### src/rtl/mips_multicycle_ctrl.sv
// Multicycle MIPS main controller.
// Steps each instruction through FETCH/DECODE/execute/memory/writeback and
// drives the datapath enables, mux selects and the 3-bit ALUControl code.
// beq is resolved through PCEn using the ALU Zero flag in the BEQ state.
module mips_multicycle_ctrl #(
    parameter bit ILLEGAL_TRAP = 1'b0
) (
    input  logic       clk,
    input  logic       reset,
    input  logic [5:0] Op,
    input  logic [5:0] Funct,
    input  logic       Zero,
    output logic       IorD,
    output logic       MemWrite,
    output logic       IRWrite,
    output logic       RegDst,
    output logic       MemtoReg,
    output logic       RegWrite,
    output logic       ALUSrcA,
    output logic [1:0] ALUSrcB,
    output logic [2:0] ALUControl,
    output logic [1:0] PCSrc,
    output logic       PCEn,
    output logic       IllegalOp,
    output logic       Halted
);

    localparam logic [5:0] OP_RTYPE = 6'b000000;
    localparam logic [5:0] OP_LW    = 6'b100011;
    localparam logic [5:0] OP_SW    = 6'b101011;
    localparam logic [5:0] OP_BEQ   = 6'b000100;
    localparam logic [5:0] OP_ADDI  = 6'b001000;
    localparam logic [5:0] OP_J     = 6'b000010;

    localparam logic [2:0] ALU_AND = 3'b000;
    localparam logic [2:0] ALU_OR  = 3'b001;
    localparam logic [2:0] ALU_ADD = 3'b010;
    localparam logic [2:0] ALU_BAD = 3'b011;
    localparam logic [2:0] ALU_SUB = 3'b110;
    localparam logic [2:0] ALU_SLT = 3'b111;

    typedef enum logic [3:0] {
        S_FETCH   = 4'd0,
        S_DECODE  = 4'd1,
        S_MEMADR  = 4'd2,
        S_MEMRD   = 4'd3,
        S_MEMWB   = 4'd4,
        S_MEMWR   = 4'd5,
        S_RTYPEX  = 4'd6,
        S_RTYPEWB = 4'd7,
        S_BEQ     = 4'd8,
        S_ADDIX   = 4'd9,
        S_ADDIWB  = 4'd10,
        S_JUMP    = 4'd11,
        S_HALT    = 4'd12
    } state_t;

    state_t     state;
    state_t     state_nxt;
    logic [2:0] funct_alu;
    logic       funct_ok;
    logic       pcwrite;
    logic       branch;

    // Funct field decode for R-type; unsupported codes map to the unused ALU op
    always_comb begin
        funct_alu = ALU_BAD;
        funct_ok  = 1'b1;
        case (Funct)
            6'b100000: funct_alu = ALU_ADD;
            6'b100010: funct_alu = ALU_SUB;
            6'b100100: funct_alu = ALU_AND;
            6'b100101: funct_alu = ALU_OR;
            6'b101010: funct_alu = ALU_SLT;
            default:   funct_ok  = 1'b0;
        endcase
    end

    // State register; reset abandons any instruction in flight
    always_ff @(posedge clk) begin
        if (reset) begin
            state <= S_FETCH;
        end else begin
            state <= state_nxt;
        end
    end

    // Next-state logic and Moore outputs; reset forces every output low
    always_comb begin
        state_nxt  = state;
        IorD       = 1'b0;
        MemWrite   = 1'b0;
        IRWrite    = 1'b0;
        RegDst     = 1'b0;
        MemtoReg   = 1'b0;
        RegWrite   = 1'b0;
        ALUSrcA    = 1'b0;
        ALUSrcB    = 2'b00;
        ALUControl = 3'b000;
        PCSrc      = 2'b00;
        IllegalOp  = 1'b0;
        Halted     = 1'b0;
        pcwrite    = 1'b0;
        branch     = 1'b0;
        PCEn       = 1'b0;

        case (state)
            S_FETCH: begin
                IRWrite    = 1'b1;
                ALUSrcB    = 2'b01;
                ALUControl = ALU_ADD;
                pcwrite    = 1'b1;
                state_nxt  = S_DECODE;
            end
            S_DECODE: begin
                // Speculatively compute the branch target into ALUOut
                ALUSrcB    = 2'b11;
                ALUControl = ALU_ADD;
                case (Op)
                    OP_LW, OP_SW: state_nxt = S_MEMADR;
                    OP_RTYPE:     state_nxt = S_RTYPEX;
                    OP_BEQ:       state_nxt = S_BEQ;
                    OP_ADDI:      state_nxt = S_ADDIX;
                    OP_J:         state_nxt = S_JUMP;
                    default: begin
                        IllegalOp = 1'b1;
                        state_nxt = ILLEGAL_TRAP ? S_HALT : S_FETCH;
                    end
                endcase
            end
            S_MEMADR: begin
                ALUSrcA    = 1'b1;
                ALUSrcB    = 2'b10;
                ALUControl = ALU_ADD;
                state_nxt  = (Op == OP_SW) ? S_MEMWR : S_MEMRD;
            end
            S_MEMRD: begin
                IorD      = 1'b1;
                state_nxt = S_MEMWB;
            end
            S_MEMWB: begin
                MemtoReg  = 1'b1;
                RegWrite  = 1'b1;
                state_nxt = S_FETCH;
            end
            S_MEMWR: begin
                IorD      = 1'b1;
                MemWrite  = 1'b1;
                state_nxt = S_FETCH;
            end
            S_RTYPEX: begin
                ALUSrcA    = 1'b1;
                ALUControl = funct_alu;
                state_nxt  = S_RTYPEWB;
            end
            S_RTYPEWB: begin
                // Unsupported Funct silently suppresses the register write
                RegDst     = 1'b1;
                ALUControl = funct_alu;
                RegWrite   = funct_ok;
                state_nxt  = S_FETCH;
            end
            S_BEQ: begin
                ALUSrcA    = 1'b1;
                ALUControl = ALU_SUB;
                PCSrc      = 2'b01;
                branch     = 1'b1;
                state_nxt  = S_FETCH;
            end
            S_ADDIX: begin
                ALUSrcA    = 1'b1;
                ALUSrcB    = 2'b10;
                ALUControl = ALU_ADD;
                state_nxt  = S_ADDIWB;
            end
            S_ADDIWB: begin
                RegWrite  = 1'b1;
                state_nxt = S_FETCH;
            end
            S_JUMP: begin
                PCSrc     = 2'b10;
                pcwrite   = 1'b1;
                state_nxt = S_FETCH;
            end
            S_HALT: begin
                Halted    = 1'b1;
                state_nxt = S_HALT;
            end
            default: begin
                state_nxt = S_FETCH;
            end
        endcase

        PCEn = pcwrite | (branch & Zero);

        if (reset) begin
            IorD       = 1'b0;
            MemWrite   = 1'b0;
            IRWrite    = 1'b0;
            RegDst     = 1'b0;
            MemtoReg   = 1'b0;
            RegWrite   = 1'b0;
            ALUSrcA    = 1'b0;
            ALUSrcB    = 2'b00;
            ALUControl = 3'b000;
            PCSrc      = 2'b00;
            PCEn       = 1'b0;
            IllegalOp  = 1'b0;
            Halted     = 1'b0;
        end
    end

endmodule

### config.mk
export PLATFORM = sky130hd
export DESIGN_NAME = mips_multicycle_ctrl
export DESIGN_NICKNAME = d
export VERILOG_FILES = /design/src/rtl/mips_multicycle_ctrl.sv
export SDC_FILE = /design/constraint.sdc
export NUM_CORES = 1
export LEC_CHECK = 0
export BUFFER_PORTS_ARGS = -buffer_cell sky130_fd_sc_hd__clkbuf_2
export CAP_MARGIN = 5
export CORE_MARGIN = 10
export CORE_UTILIZATION = 48
export CTS_CLUSTER_SIZE = 28
export DETAILED_ROUTE_END_ITERATION = 8
export PLACE_DENSITY_LB_ADDON = 0.1
export SLEW_MARGIN = 25
export SYNTH_ARGS = -nofsm -noshare
export SYNTH_HDL_FRONTEND = slang
export SYNTH_SLANG_ARGS = --single-unit
### constraint.sdc
create_clock -name clk -period 1.7 [get_ports clk]
set_input_delay 0.085 -clock clk [delete_from_list [all_inputs] [get_ports clk]]
set_output_delay 0.085 -clock clk [all_outputs]
set_load 0.03 [all_outputs]
==> flow_summary_export.csv <==
group,metric,value,unit
synth,synth.most_common_cell,"nor3_1",
synth,netlist_area,651,um2
pwr,ir_drop,0.482,mV
global_route,track_usage,11.8,%
detailed_routing,routed_wirelength,2020,um
synth,synth_top_area_share,12.3,%
detailed_routing,ant_nets,0,
status,status,"completed",
floorplan,die_w,56.8,um
sta,finalMaxSlewViolations,0,
layout,top_register,"state",
synth,yosys_warnings,0,
sta,relSlewSlack,77.6,%
worst_setup_path,critPathRequiredTime,1.62,ns
floorplan,die_y,56.8,um
clocking,clock-sinks,4,
synth,synth_edf_count,0,
worst_setup_path,crit_arrival,1.53,ns
layout,final_cells,141,
place,placedCellCount,138,
worst_setup_path,crit_chain,"or3_4, nor3b_2, a21o_1, clkbuf_4",
pwr,leakage,0.393,nW
sta,worst_pin_slew,0.334,ns
global_route,grt_max_degree,18,
sta,layout_setup_ws,0.0871,ns
synth,ys_seq_elements,4,
layout,fin_nets,143,
place,gp_congestion,0.850,
sta,hold_viol,0,
detailed_routing,first_pass_iters,4,
sta,fmax,620,MHz
layout,reg_top3,"state: 4 flops",
sta,holdWs,0.223,ns
floorplan,dieArea,0.00323,mm2
synth,synth_nets,107,
global_route,grt_pass1_wl,3370,um
place,portBuffers,31,
floorplan,design.portCount,32,
sta,tns,0,ns
synth,syn_area_per_cell,7.07,um2
detailed_routing,via_per_inst,5.82,
run,max_cap_violations,0,
layout,antenna_cells,0,
clocking,insertion_delay,0.22,ns
sta,setup_viol,0,
sta,fin_crit,1.61,ns
sta,final.period_utilization,94.9,%
global_route,grt_pass1_vias,768,
synth,synthTopCellsByCount,"11 x nor3_1, 9 x nor2_1, 6 x a21oi_1, 6 x buf_2, 4 x dfxtp_1",
layout,largest_reg_flops,4,
sta,rsz0062_at_grt,"no",
clocking,cts_buffers,3,
sta,clock_skew,0.00258,ns
synth,synth_area_leaders,"dfxtp_1 12%, nor3_1 8.5%, nor2_1 5.2%, a21oi_1 4.6%, buf_2 4.6%",
clocking,clk_pin_slew,0.04,ns
layout,final_cell_area,893,um2
worst_setup_path,worstSetupEndpointType,"output pin",
pwr,total_power,0.353,mW
synth,ys_seq_area_share,12.3,%
clocking,cts_root_buf,"clkbuf_4",
worst_setup_path,critPathKind,"register to output pin",
detailed_routing,wl_per_cell,14.3,um
global_route,antenna_found_initial,0,
clocking,cts_hold_buffers,0,
worst_setup_path,critPathTopFamily,"simple AND/OR/NAND/NOR gates",
detailed_routing,post-route-drc-count,0,
layout,postLayoutCoreUtil,69.5,%
clocking,cts_max_level,1,
global_route,grt-ovfl-total,0,
detailed_routing,first_iter_violations,14,
floorplan,core-area,0.00128,mm2
worst_setup_path,slowest_stage,"or3_4",
floorplan,rows,13,
hold_path,hp-class,"primary input to register",
clocking,cts_buffer_depth,2,
place,place_area,850,um2
layout,multi_input_area,537,um2
pwr,power_per_cell_area,395,mW/mm2
synth,synthFlopType,"dfxtp_1",
clocking,cts_tree,"yes",
layout,fillCellCount,118,
synth,synthArstFlopShare,0,%
floorplan,initial_core_util,50.6,%
synth,synthCells,92,
worst_setup_path,critPathBufInv,1,
place,pre_cts_slack,0.169,ns
layout,area_growth,37.3,%
synth,yosysTopAreaCell,"dfxtp_1",
layout,regArea,86.3,um2
synth,synthDistinctLibCells,44,
worst_setup_path,critPathMaxFanout,7,
worst_setup_path,slowest_delay,0.44,ns
place,hpwl,1670,um
layout,drive_gt1_share,43.7,%
detailed_routing,num_vias,821,
worst_setup_path,worstSetupStartpointType,"register",
[layout by cell type, fill, tap and decap left out, types with 3 or more instances in the layout]
cell type	instances
clkbuf_4	4
nor3_1	10
nand2_1	3
a21oi_1	6
o21ai_0	3
nor2b_1	3
nor2_1	9
buf_4	7
clkbuf_2	30
inv_1	3
o21a_1	3
[cells by family after synthesis]
kind of cell / share of synthesized area, %
compound gates: 32.5
xor+xnor: 4.04
fa+ha+maj: 1.54
buf+inv: 8.08
flops: 12.3
simple gates: 41.5
[timing repair]
| item | 4_1_cts | 5_1_grt |
|---|---|---|
| pin swaps | 0 | 0 |
| setup buffers | 0 | 0 |
| setup endpoints to repair | 2 | 3 |
| resized for setup | 2 | 6 |
[per-layer routing]
layer / track usage (%) / up-vias / part of all wire [%] / routed length, um
li1: - / 420 / - / -
met4: 2.68 / 0 / 0 / 0
met1: 14.5 / 374 / 43 / 876
met3: 2.92 / 0 / 6.3 / 128
met2: 19.9 / 27 / 50 / 1020
met5: 0 / - / 0 / 0
[area by class of cell]
type,instances,share of cell area [%]
tap,15,2.10
sequential,4,9.66
inverter,5,2.10
multi-input combinational,76,60.1
clock buffer,3,2.52
timing repair buffer,38,23.5
[worst paths after layout]
| check | start | to | slack, ns | cells after the start |
|---|---|---|---|---|
| max | state[1] | RegWrite | 0.09 | 4 |
| min | reset | state[3] | 0.22 | 2 |
| max reg2reg | state[3] | state[1] | 0.35 | 4 |
| min reg2reg | state[1] | state[3] | 0.60 | 1 |
[where the power goes]
part	switching (mW)	leakage (nW)	internal, mW
clock	0.0310	0.0138	0.0784
combinational	0.0809	0.345	0.0530
sequential	0.0116	0.0341	0.0975
total	0.124	0.393	0.229
Power figures use the tool's default switching activity.
